File: src/rtl/clock_7seg_scan_driver.sv
// Multiplexed six-digit HH:MM:SS 7-segment driver: binary time in, one lit digit
// per scan slot out, with 12h/24h mapping, leading-zero blanking and field blinking.
module clock_7seg_scan_driver #(
  parameter int SCAN_DIV       = 1000,
  parameter int BLINK_DIV      = 5000000,
  parameter bit SEG_ACTIVE_LOW = 1'b0,
  parameter bit DIG_ACTIVE_LOW = 1'b0
) (
  input  logic       i_clk,
  input  logic       i_reset_n,
  input  logic       i_en,
  input  logic [5:0] i_seconds,
  input  logic [5:0] i_minutes,
  input  logic [4:0] i_hours,
  input  logic       i_mode_12h,
  input  logic [1:0] i_blink_sel,
  output logic [6:0] o_seg,
  output logic [5:0] o_dig,
  output logic       o_pm
);

  localparam int SCAN_W  = ($clog2(SCAN_DIV) < 1) ? 1 : $clog2(SCAN_DIV);
  localparam int BLINK_W = ($clog2(BLINK_DIV) < 1) ? 1 : $clog2(BLINK_DIV);
  localparam logic [SCAN_W-1:0]  SCAN_LAST  = SCAN_W'(SCAN_DIV - 1);
  localparam logic [BLINK_W-1:0] BLINK_LAST = BLINK_W'(BLINK_DIV - 1);

  localparam logic [6:0] SEG_DASH  = 7'h40;
  localparam logic [6:0] SEG_BLANK = 7'h00;
  localparam logic [6:0] SEG_POL   = SEG_ACTIVE_LOW ? 7'h7F : 7'h00;
  localparam logic [5:0] DIG_POL   = DIG_ACTIVE_LOW ? 6'h3F : 6'h00;

  localparam logic [1:0] FIELD_NONE = 2'd0;
  localparam logic [1:0] FIELD_HR   = 2'd1;
  localparam logic [1:0] FIELD_MIN  = 2'd2;
  localparam logic [1:0] FIELD_SEC  = 2'd3;

  function automatic logic [6:0] seg_of_digit(input logic [3:0] d);
    case (d)
      4'd0:    seg_of_digit = 7'h3F;
      4'd1:    seg_of_digit = 7'h06;
      4'd2:    seg_of_digit = 7'h5B;
      4'd3:    seg_of_digit = 7'h4F;
      4'd4:    seg_of_digit = 7'h66;
      4'd5:    seg_of_digit = 7'h6D;
      4'd6:    seg_of_digit = 7'h7D;
      4'd7:    seg_of_digit = 7'h07;
      4'd8:    seg_of_digit = 7'h7F;
      4'd9:    seg_of_digit = 7'h6F;
      default: seg_of_digit = SEG_DASH;
    endcase
  endfunction

  // Returns {tens, ones}. Ones is v - 10*tens taken modulo 16, which is exact
  // because the true remainder is always below 10.
  function automatic logic [7:0] to_bcd(input logic [5:0] v);
    logic [3:0] tens;
    logic [3:0] sub;
    if (v >= 6'd50) begin
      tens = 4'd5;
      sub  = 4'd2;
    end else if (v >= 6'd40) begin
      tens = 4'd4;
      sub  = 4'd8;
    end else if (v >= 6'd30) begin
      tens = 4'd3;
      sub  = 4'd14;
    end else if (v >= 6'd20) begin
      tens = 4'd2;
      sub  = 4'd4;
    end else if (v >= 6'd10) begin
      tens = 4'd1;
      sub  = 4'd10;
    end else begin
      tens = 4'd0;
      sub  = 4'd0;
    end
    to_bcd = {tens, v[3:0] - sub};
  endfunction

  logic [SCAN_W-1:0]  scan_cnt_r;
  logic [2:0]         idx_r;
  logic [BLINK_W-1:0] blink_cnt_r;
  logic               blink_vis_r;
  logic               first_r;
  logic [5:0]         sec_snap_r;
  logic [5:0]         min_snap_r;
  logic [4:0]         hr_snap_r;
  logic               mode_snap_r;
  logic [1:0]         blink_sel_snap_r;

  logic               scan_last_s;
  logic               frame_wrap_s;
  logic               sec_valid_s;
  logic               min_valid_s;
  logic               hr_valid_s;
  logic [4:0]         hr_disp_s;
  logic               pm_s;
  logic [7:0]         sec_bcd_s;
  logic [7:0]         min_bcd_s;
  logic [7:0]         hr_bcd_s;
  logic [6:0]         raw_seg_s;
  logic [1:0]         field_s;
  logic [6:0]         seg_s;
  logic [5:0]         dig_s;

  assign scan_last_s  = (scan_cnt_r == SCAN_LAST);
  assign frame_wrap_s = scan_last_s && (idx_r == 3'd5);

  // Scan prescaler, digit index and free-running blink phase.
  always_ff @(posedge i_clk) begin
    if (!i_reset_n) begin
      scan_cnt_r  <= SCAN_W'(0);
      idx_r       <= 3'd0;
      blink_cnt_r <= BLINK_W'(0);
      blink_vis_r <= 1'b1;
    end else begin
      if (scan_last_s) begin
        scan_cnt_r <= SCAN_W'(0);
        idx_r      <= (idx_r == 3'd5) ? 3'd0 : idx_r + 3'd1;
      end else begin
        scan_cnt_r <= scan_cnt_r + SCAN_W'(1);
      end
      if (blink_cnt_r == BLINK_LAST) begin
        blink_cnt_r <= BLINK_W'(0);
        blink_vis_r <= ~blink_vis_r;
      end else begin
        blink_cnt_r <= blink_cnt_r + BLINK_W'(1);
      end
    end
  end

  // Per-frame input snapshot so one frame always shows a single coherent time.
  always_ff @(posedge i_clk) begin
    if (!i_reset_n) begin
      first_r          <= 1'b1;
      sec_snap_r       <= 6'd0;
      min_snap_r       <= 6'd0;
      hr_snap_r        <= 5'd0;
      mode_snap_r      <= 1'b0;
      blink_sel_snap_r <= 2'd0;
    end else begin
      first_r <= 1'b0;
      if (first_r || frame_wrap_s) begin
        sec_snap_r       <= i_seconds;
        min_snap_r       <= i_minutes;
        hr_snap_r        <= i_hours;
        mode_snap_r      <= i_mode_12h;
        blink_sel_snap_r <= i_blink_sel;
      end else begin
        sec_snap_r       <= sec_snap_r;
        min_snap_r       <= min_snap_r;
        hr_snap_r        <= hr_snap_r;
        mode_snap_r      <= mode_snap_r;
        blink_sel_snap_r <= blink_sel_snap_r;
      end
    end
  end

  // Field validity, 12h hour mapping, PM flag and BCD split.
  always_comb begin
    sec_valid_s = (sec_snap_r <= 6'd59);
    min_valid_s = (min_snap_r <= 6'd59);
    hr_valid_s  = (hr_snap_r <= 5'd23);
    if (mode_snap_r && (hr_snap_r == 5'd0)) begin
      hr_disp_s = 5'd12;
    end else if (mode_snap_r && (hr_snap_r > 5'd12)) begin
      hr_disp_s = hr_snap_r - 5'd12;
    end else begin
      hr_disp_s = hr_snap_r;
    end
    pm_s      = mode_snap_r && hr_valid_s && (hr_snap_r >= 5'd12);
    sec_bcd_s = to_bcd(sec_snap_r);
    min_bcd_s = to_bcd(min_snap_r);
    hr_bcd_s  = to_bcd({1'b0, hr_disp_s});
  end

  // Segment pattern and digit enable for the digit currently being scanned.
  always_comb begin
    raw_seg_s = SEG_BLANK;
    field_s   = FIELD_NONE;
    dig_s     = 6'b000000;
    case (idx_r)
      3'd0: begin
        field_s   = FIELD_SEC;
        dig_s     = 6'b000001;
        raw_seg_s = sec_valid_s ? seg_of_digit(sec_bcd_s[3:0]) : SEG_DASH;
      end
      3'd1: begin
        field_s   = FIELD_SEC;
        dig_s     = 6'b000010;
        raw_seg_s = sec_valid_s ? seg_of_digit(sec_bcd_s[7:4]) : SEG_DASH;
      end
      3'd2: begin
        field_s   = FIELD_MIN;
        dig_s     = 6'b000100;
        raw_seg_s = min_valid_s ? seg_of_digit(min_bcd_s[3:0]) : SEG_DASH;
      end
      3'd3: begin
        field_s   = FIELD_MIN;
        dig_s     = 6'b001000;
        raw_seg_s = min_valid_s ? seg_of_digit(min_bcd_s[7:4]) : SEG_DASH;
      end
      3'd4: begin
        field_s   = FIELD_HR;
        dig_s     = 6'b010000;
        raw_seg_s = hr_valid_s ? seg_of_digit(hr_bcd_s[3:0]) : SEG_DASH;
      end
      3'd5: begin
        field_s = FIELD_HR;
        dig_s   = 6'b100000;
        if (!hr_valid_s) begin
          raw_seg_s = SEG_DASH;
        end else if (mode_snap_r && (hr_bcd_s[7:4] == 4'd0)) begin
          raw_seg_s = SEG_BLANK;
        end else begin
          raw_seg_s = seg_of_digit(hr_bcd_s[7:4]);
        end
      end
      default: begin
        field_s   = FIELD_NONE;
        dig_s     = 6'b000000;
        raw_seg_s = SEG_BLANK;
      end
    endcase
    if (!blink_vis_r && (blink_sel_snap_r != FIELD_NONE) && (blink_sel_snap_r == field_s)) begin
      seg_s = SEG_BLANK;
    end else begin
      seg_s = raw_seg_s;
    end
  end

  // Registered pin drive with polarity applied.
  always_ff @(posedge i_clk) begin
    if (!i_reset_n) begin
      o_seg <= SEG_POL;
      o_dig <= DIG_POL;
      o_pm  <= 1'b0;
    end else begin
      if (i_en) begin
        o_seg <= seg_s ^ SEG_POL;
        o_dig <= dig_s ^ DIG_POL;
      end else begin
        o_seg <= SEG_POL;
        o_dig <= DIG_POL;
      end
      o_pm <= pm_s;
    end
  end

endmodule

File: config.mk
export PLATFORM = sky130hd
export DESIGN_NAME = clock_7seg_scan_driver
export DESIGN_NICKNAME = d
export VERILOG_FILES = /design/src/rtl/clock_7seg_scan_driver.sv
export SDC_FILE = /design/constraint.sdc
export NUM_CORES = 1
export LEC_CHECK = 0
export CORE_MARGIN = 8
export CORE_UTILIZATION = 45
export CTS_BUF_LIST = sky130_fd_sc_hd__clkbuf_4
export DETAILED_ROUTE_END_ITERATION = 12
export GPL_ROUTABILITY_DRIVEN = 0
export PLACE_DENSITY = 0.65
export SLEW_MARGIN = 30
export SYNTH_ARGS = -nofsm -noshare
export SYNTH_HDL_FRONTEND = slang
export SYNTH_SLANG_ARGS = --single-unit
File: constraint.sdc
create_clock -name i_clk -period 4.1 [get_ports i_clk]
set_input_delay 0.82 -clock i_clk [delete_from_list [all_inputs] [get_ports i_clk]]
set_output_delay 0.82 -clock i_clk [all_outputs]
set_load 0.05 [all_outputs]
==> impl_metrics.csv, run 1 <==
group,metric,value,unit
status,run_status,"complete, no violations",
drt,ratio_of_routed_vias_to_standard_cells,5.49,
drt,drt_wl_total,10900,um
timing,setup_repair_after_global_routing_missed_its_margin,"no",
setup_path,worst_ep_required_time,4.47,ns
drt,drt_first_pass_iters,4,
drt,postRouteAntennaNets,0,
timing,tightestPinTransition,0.749,ns
cells_and_area,multiInputGateArea,3040,um2
timing,finalCriticalPeriod,3.63,ns
floorplan,io_pins,37,
setup_path,setup.worst_path.end_class,"flip-flop",
drt,vias,4181,
cells_and_area,num-nets-final,686,
place,pre_cts_ws,0.490,ns
global_route,gr-usage-all-layers,15.5,%
power,net-switching-power,597,uW
clocking,cts_made_buffers,9,
power,intPower,1.04,mW
clocking,cts.hold.buffers_added,0,
floorplan,start_util,46.1,%
setup_path,cp.buffers_inverters,1,
cells_and_area,filler_cell_count,997,
timing,setup-tns-final,0,ns
worst_hold_path,hold_path_class,"reg2reg",
setup_path,timing.critical_path.from_type,"flip-flop",
cells_and_area,final_layout_size_suffix_gt1_share,5.11,%
synth,synthesis.instances,602,
synth,synth_area_leaders,"sky130_fd_sc_hd__dfxtp_1, sky130_fd_sc_hd__ha_1, sky130_fd_sc_hd__nand2_1",
cells_and_area,antenna_cells,0,
setup_path,cp_max_fo,14,
setup_path,worst_path_max_delay_cell,"sky130_fd_sc_hd__dfxtp_1",
place,buffer_ports.inserted,36,
timing,hold_viol,0,
power,seq_power_share,46.4,%
setup_path,timing.critical_path.slowest_cell_delay,0.59,ns
flow_run,max_cap_viol_count,0,
floorplan,rows,37,
floorplan,die_height,118,um
power,p_comb_share,27.0,%
cells_and_area,finalNonFillerCells,762,
cells_and_area,most_frequent_standard_cell_in_the_layout_excluding_fill_and_tap_cells,"sky130_fd_sc_hd__nand2_1",
cells_and_area,layout.core_utilization,51.5,%
power,power.share.switching,36.4,%
power,pwr-share-clk,26.6,%
synth,synth.avg_cell_area,7.84,um2
power,power.leakage,2.03,nW
clocking,clock_insertion_delay_at_the_later_pin_of_the_skew_report,0.44,ns
synth,yosys.area.top_type,"sky130_fd_sc_hd__dfxtp_1",
power,p_per_area,311,nW/um2
synth,yosys.area.top_type_share,30.6,%
setup_path,family_with_the_most_delay_on_the_worst_path,"adder cells",
place,place_area,5140,um2
place,placedCellCount,746,
power,ir_worst_vdd,0.000155,V
clocking,cts.htree.levels,3,
drt,initialDrtViolationCount,260,
cells_and_area,mostFrequentLayoutCells,"sky130_fd_sc_hd__nand2_1, sky130_fd_sc_hd__nor2_1, sky130_fd_sc_hd__dfxtp_1",
clocking,post_cts_buffers,0,
floorplan,die_width,118,um
setup_path,critPathArrivalTime,4.01,ns
synth,synth_edf_count,0,
cells_and_area,ff_latch_area,1440,um2
clocking,cts.path.max_buffers,2,
global_route,grt_pass1_vias,3987,
synth,ys_types,69,
synth,synth_top_flop_cell,"sky130_fd_sc_hd__dfxtp_1",
floorplan,placeableCoreArea,10200,um2
setup_path,crit_type,"reg2reg",
drt,avgRoutedWirePerCell,14.4,um
cells_and_area,area_growth,11.7,%
timing,max_freq,275,MHz
cells_and_area,finalInstanceArea,5270,um2
setup_path,timing.critical_path.mode_cell,"sky130_fd_sc_hd__ha_1",
clocking,post_cts.resized_instances,0,
global_route,antenna_found_initial,0,
drt,drc,0,
timing,maxSlewHeadroom,48.8,%
floorplan,die_area,14000,um2
timing,fin_skew,0.0206,ns
clocking,clock_sinks,72,
power,post-layout-total-power,1.64,mW
setup_path,cp_cell_sequence,"inv_1 -> ha_1 -> nor2b_1 -> a2bb2oi_1 -> or3_1 -> o311ai_0 -> nand2b_1 -> ha_1 -> fa_1 -> xnor2_4 -> mux2_1 -> o21ai_1",
timing,setup_viol,0,
clocking,cts.clk_slew.worst_paths,0.14,ns
clocking,ctsRootBufferMaster,"sky130_fd_sc_hd__clkbuf_4",
global_route,largest_net_degree_at_the_start_of_global_routing,26,
timing,fin_hold_ws,0.482,ns
synth,post_synth_instance_area,4720,um2
global_route,grt_first_pass_wirelength,18400,um
synth,synth-seq-area-share,30.6,%
synth,ys_warn_count,0,
place,dp.final_hpwl,8150,um
timing,layout_worst_path_cycle_share,88.6,%
timing,maxSlewViolCount,0,
synth,ys_ff_latch,72,
synth,async_sr_flop_fraction,0,%
global_route,gr-total-overflow,0,
timing,final_critical_path_setup_slack,0.468,ns
synth,synth_nets,667,
clocking,tritoncts,"done",
[sequential cells by signal, indices dropped and copies added, names as in the netlist]
name              count
blink_cnt_r          23
scan_cnt_r           10
o_seg                 7
min_snap_r            6
o_dig                 6
sec_snap_r            6
hr_snap_r             5
idx_r                 3
blink_sel_snap_r      2
blink_vis_r           1
first_r               1
mode_snap_r           1
o_pm                  1
[worst reg2reg max path, stage by stage (launching register included)]
cell                        delay (ns)
sky130_fd_sc_hd__dfxtp_1          0.59
sky130_fd_sc_hd__inv_1            0.09
sky130_fd_sc_hd__ha_1             0.31
sky130_fd_sc_hd__nor2b_1          0.19
sky130_fd_sc_hd__a2bb2oi_1        0.11
sky130_fd_sc_hd__or3_1            0.38
sky130_fd_sc_hd__o311ai_0         0.13
sky130_fd_sc_hd__nand2b_1         0.14
sky130_fd_sc_hd__ha_1             0.23
sky130_fd_sc_hd__fa_1             0.52
sky130_fd_sc_hd__xnor2_4          0.39
sky130_fd_sc_hd__mux2_1           0.37
sky130_fd_sc_hd__o21ai_1          0.15
[cell type report]
cell class / instances / area share (%)
multi-input cells: 470 / 57.7
flip-flops and latches: 72 / 27.4
repair buffers: 38 / 7.12
well taps: 136 / 3.23
inverters: 30 / 2.14
clock buffers: 9 / 1.28
clock inverters: 7 / 1.19
[power groups by stage]
stage,combinational (mW),clock (mW),sequential [mW]
2_1_floorplan,0.307,0,0.789
3_3_place_gp,0.425,0,0.774
3_5_place_dp,0.435,0,0.776
4_1_cts,0.438,0.451,0.760
5_1_grt,0.495,0.481,0.766
6_report,0.443,0.437,0.761
[layer usage]
| layer | global-route usage [%] | wire length, um | up-vias |
|---|---|---|---|
| li1 | - | - | 2139 |
| met1 | 18.6 | 5150 | 1954 |
| met2 | 26.0 | 5140 | 74 |
| met3 | 3.47 | 434 | 14 |
| met4 | 6.64 | 202 | 0 |
| met5 | 0 | 0 | - |
[synthesized netlist by cell type (all sizes together) (4+ instances only)]
library cell	number
a21oi	43
a31oi	8
and2	4
and3	11
clkbuf	26
dfxtp	72
ha	39
inv	30
mux2i	4
nand2	81
nand2b	9
nand3	22
nand4	8
nor2	74
nor2b	8
nor3	9
nor3b	5
o21ai	22
o22ai	4
o311ai	5
o31ai	6
or2	4
or3	10
or3b	4
xnor2	12
xor2	20
[worst paths after layout]
check / start / endpoint / slack (ns) / cells after the start
max: hr_snap_r[2] / o_seg[5] / 0.47 / 12
min: blink_sel_snap_r[1] / blink_sel_snap_r[1] / 0.48 / 2
max reg2reg: hr_snap_r[2] / o_seg[5] / 0.47 / 12
min reg2reg: blink_sel_snap_r[1] / blink_sel_snap_r[1] / 0.48 / 2
[cells by family (layout without fill, tap and decap cells)]
kind of cell | count (synthesis) | in the layout | synth area share (%)
adders and majority gates | 42 | 42 | 11.6
and+or+nand+nor | 266 | 266 | 27.5
xor gates and xnor gates | 32 | 32 | 6.34
DFF | 72 | 72 | 30.6
muxes | 7 | 7 | 1.56
buffers and inverters | 60 | 84 | 5.01
AOI/OAI and AO/OA | 123 | 123 | 17.5
(Power assumes the default switching activity.)
==> run 2: changes to the inputs <==
clock period = 4 ns   (was 4.1 ns; I/O delays follow)
==> run 2 against run 1 <==
  * Sequential power grew 2%
  * Clock skew up 0.0022 ns
  * Power increased by 2.2%
  * Critical path depth unchanged
  * Critical path type unchanged
  * Highest routed layer unchanged
==> impl_metrics.csv, run 2 (synthesis gave the netlist of run 1 again) <==
group,metric,value,unit
power,ir_worst_vdd,0.000149,V
floorplan,die_height,118,um
floorplan,placeableCoreArea,10200,um2
timing,setup_viol,0,
clocking,clock_sinks,72,
setup_path,reg2reg_setup_slack,0.36,ns
power,net-switching-power,607,uW
status,run_status,"complete, no violations",
drt,drt_wl_total,10900,um
cells_and_area,number_of_flip_flops_under_the_largest_register_name,23,
power,p_comb_share,27.1,%
drt,drt_first_pass_iters,4,
power,power.share.switching,36.2,%
power,pwr-share-clk,26.5,%
timing,maxSlewViolCount,0,
timing,maxSlewHeadroom,51.9,%
timing,layout_worst_path_cycle_share,90.9,%
power,seq_power_share,46.5,%
timing,setup-tns-final,0,ns
drt,vias,4164,
timing,setup_repair_after_global_routing_missed_its_margin,"no",
cells_and_area,largest-register,"blink_cnt_r",
place,placedCellCount,746,
timing,max_freq,275,MHz
setup_path,cp_max_fo,14,
timing,tightestPinTransition,0.722,ns
setup_path,crit_type,"reg2reg",
clocking,post_cts_buffers,0,
global_route,largest_net_degree_at_the_start_of_global_routing,26,
cells_and_area,layout.core_utilization,51.5,%
floorplan,start_util,46.1,%
place,buffer_ports.inserted,36,
clocking,tritoncts,"done",
power,intPower,1.07,mW
cells_and_area,mostFrequentLayoutCells,"sky130_fd_sc_hd__nand2_1, sky130_fd_sc_hd__nor2_1, sky130_fd_sc_hd__dfxtp_1",
timing,finalCriticalPeriod,3.64,ns
cells_and_area,final_layout_size_suffix_gt1_share,5.11,%
drt,drc,0,
cells_and_area,antenna_cells,0,
global_route,gr-total-overflow,0,
clocking,post_cts.resized_instances,0,
global_route,gr-usage-all-layers,15.4,%
cells_and_area,area_growth,11.7,%
clocking,cts.clk_slew.worst_paths,0.14,ns
timing,fin_skew,0.0228,ns
power,p_per_area,318,nW/um2
drt,initialDrtViolationCount,257,
cells_and_area,num-nets-final,686,
clocking,clock_insertion_delay_at_the_later_pin_of_the_skew_report,0.44,ns
drt,avgRoutedWirePerCell,14.3,um
cells_and_area,layout_top_registers,"blink_cnt_r (23), scan_cnt_r (10), o_seg (7)",
cells_and_area,finalNonFillerCells,762,
clocking,cts.htree.levels,3,
global_route,antenna_found_initial,0,
flow_run,max_cap_viol_count,0,
clocking,cts.hold.buffers_added,0,
clocking,ctsRootBufferMaster,"sky130_fd_sc_hd__clkbuf_4",
drt,ratio_of_routed_vias_to_standard_cells,5.46,
floorplan,rows,37,
timing,fin_hold_ws,0.486,ns
place,dp.final_hpwl,8140,um
cells_and_area,most_frequent_standard_cell_in_the_layout_excluding_fill_and_tap_cells,"sky130_fd_sc_hd__nand2_1",
clocking,cts_made_buffers,9,
timing,hold_viol,0,
floorplan,die_area,14000,um2
setup_path,critPathArrivalTime,3.97,ns
setup_path,worst_ep_required_time,4.33,ns
clocking,cts.path.max_buffers,2,
floorplan,io_pins,37,
setup_path,setup.worst_path.end_class,"flip-flop",
floorplan,die_width,118,um
global_route,grt_first_pass_wirelength,18300,um
power,power.leakage,2.03,nW
setup_path,timing.critical_path.from_type,"flip-flop",
global_route,grt_pass1_vias,3983,
worst_hold_path,hold_path_class,"reg2reg",
drt,postRouteAntennaNets,0,
-- run 2: cell count changes in the layout (fill, tap and decap cells not counted), sizes merged --
cell / before / now
clkinv: 3 / 1
clkinvlp: 1 / 2
inv: 33 / 34
-- run 2: layout make-up --
cell class,count,area (um2)
Inverter,30,113
Sequential cell,72,1440
Tap cell,136,170
Multi-Input combinational cell,470,3040
Timing Repair Buffer,38,375
Fill cell,1009,4960
Clock buffer,9,67.6
Clock inverter,7,61.3
-- run 2: final timing paths --
check | end | cells after the start | startpoint
worst min register to register | blink_sel_snap_r[1] | 2 | blink_sel_snap_r[1]
worst max register to register | o_seg[3] | 12 | hr_snap_r[2]
worst min-delay path | blink_sel_snap_r[1] | 2 | blink_sel_snap_r[1]
worst max-delay path | o_seg[3] | 12 | hr_snap_r[2]
-- run 2: metrics by stage --
step	area [um2]	worst slack [ns]	total power, mW
2_1_floorplan	4720	0.559	1.12
3_3_place_gp	5140	0.524	1.23
3_5_place_dp	5140	0.382	1.24
4_1_cts	5270	0.368	1.69
5_1_grt	5270	0.0547	1.78
6_report	5270	0.363	1.68
-- run 2: per-layer routing --
metal  track usage [%]  wire length [um]  vias to the layer above
li1                  -                 -                     2135
met2              25.4              5010                       77
met5                 0                 0                        -
met3              2.90               408                       24
met4              6.96               268                        0
met1              19.1              5200                     1928
-- run 2: power groups by stage --
stage / Combinational, mW / Sequential [mW] / Clock (mW)
5_1_grt: 0.506 / 0.785 / 0.487
2_1_floorplan: 0.314 / 0.808 / 0
6_report: 0.454 / 0.779 / 0.444
3_3_place_gp: 0.436 / 0.793 / 0
4_1_cts: 0.448 / 0.779 / 0.462
3_5_place_dp: 0.445 / 0.795 / 0
-- run 2: critical path: stages, from the launching register on --
cell and delay [ns]:
sky130_fd_sc_hd__dfxtp_1 0.59, sky130_fd_sc_hd__inv_1 0.10, sky130_fd_sc_hd__ha_1 0.30, sky130_fd_sc_hd__nor2b_1 0.19, sky130_fd_sc_hd__a2bb2oi_1 0.11, sky130_fd_sc_hd__or3_1 0.38
sky130_fd_sc_hd__o311ai_0 0.14, sky130_fd_sc_hd__nand2b_1 0.15, sky130_fd_sc_hd__ha_1 0.23, sky130_fd_sc_hd__fa_1 0.52, sky130_fd_sc_hd__or4_1 0.54, sky130_fd_sc_hd__a41o_1 0.23
sky130_fd_sc_hd__o311ai_0 0.09
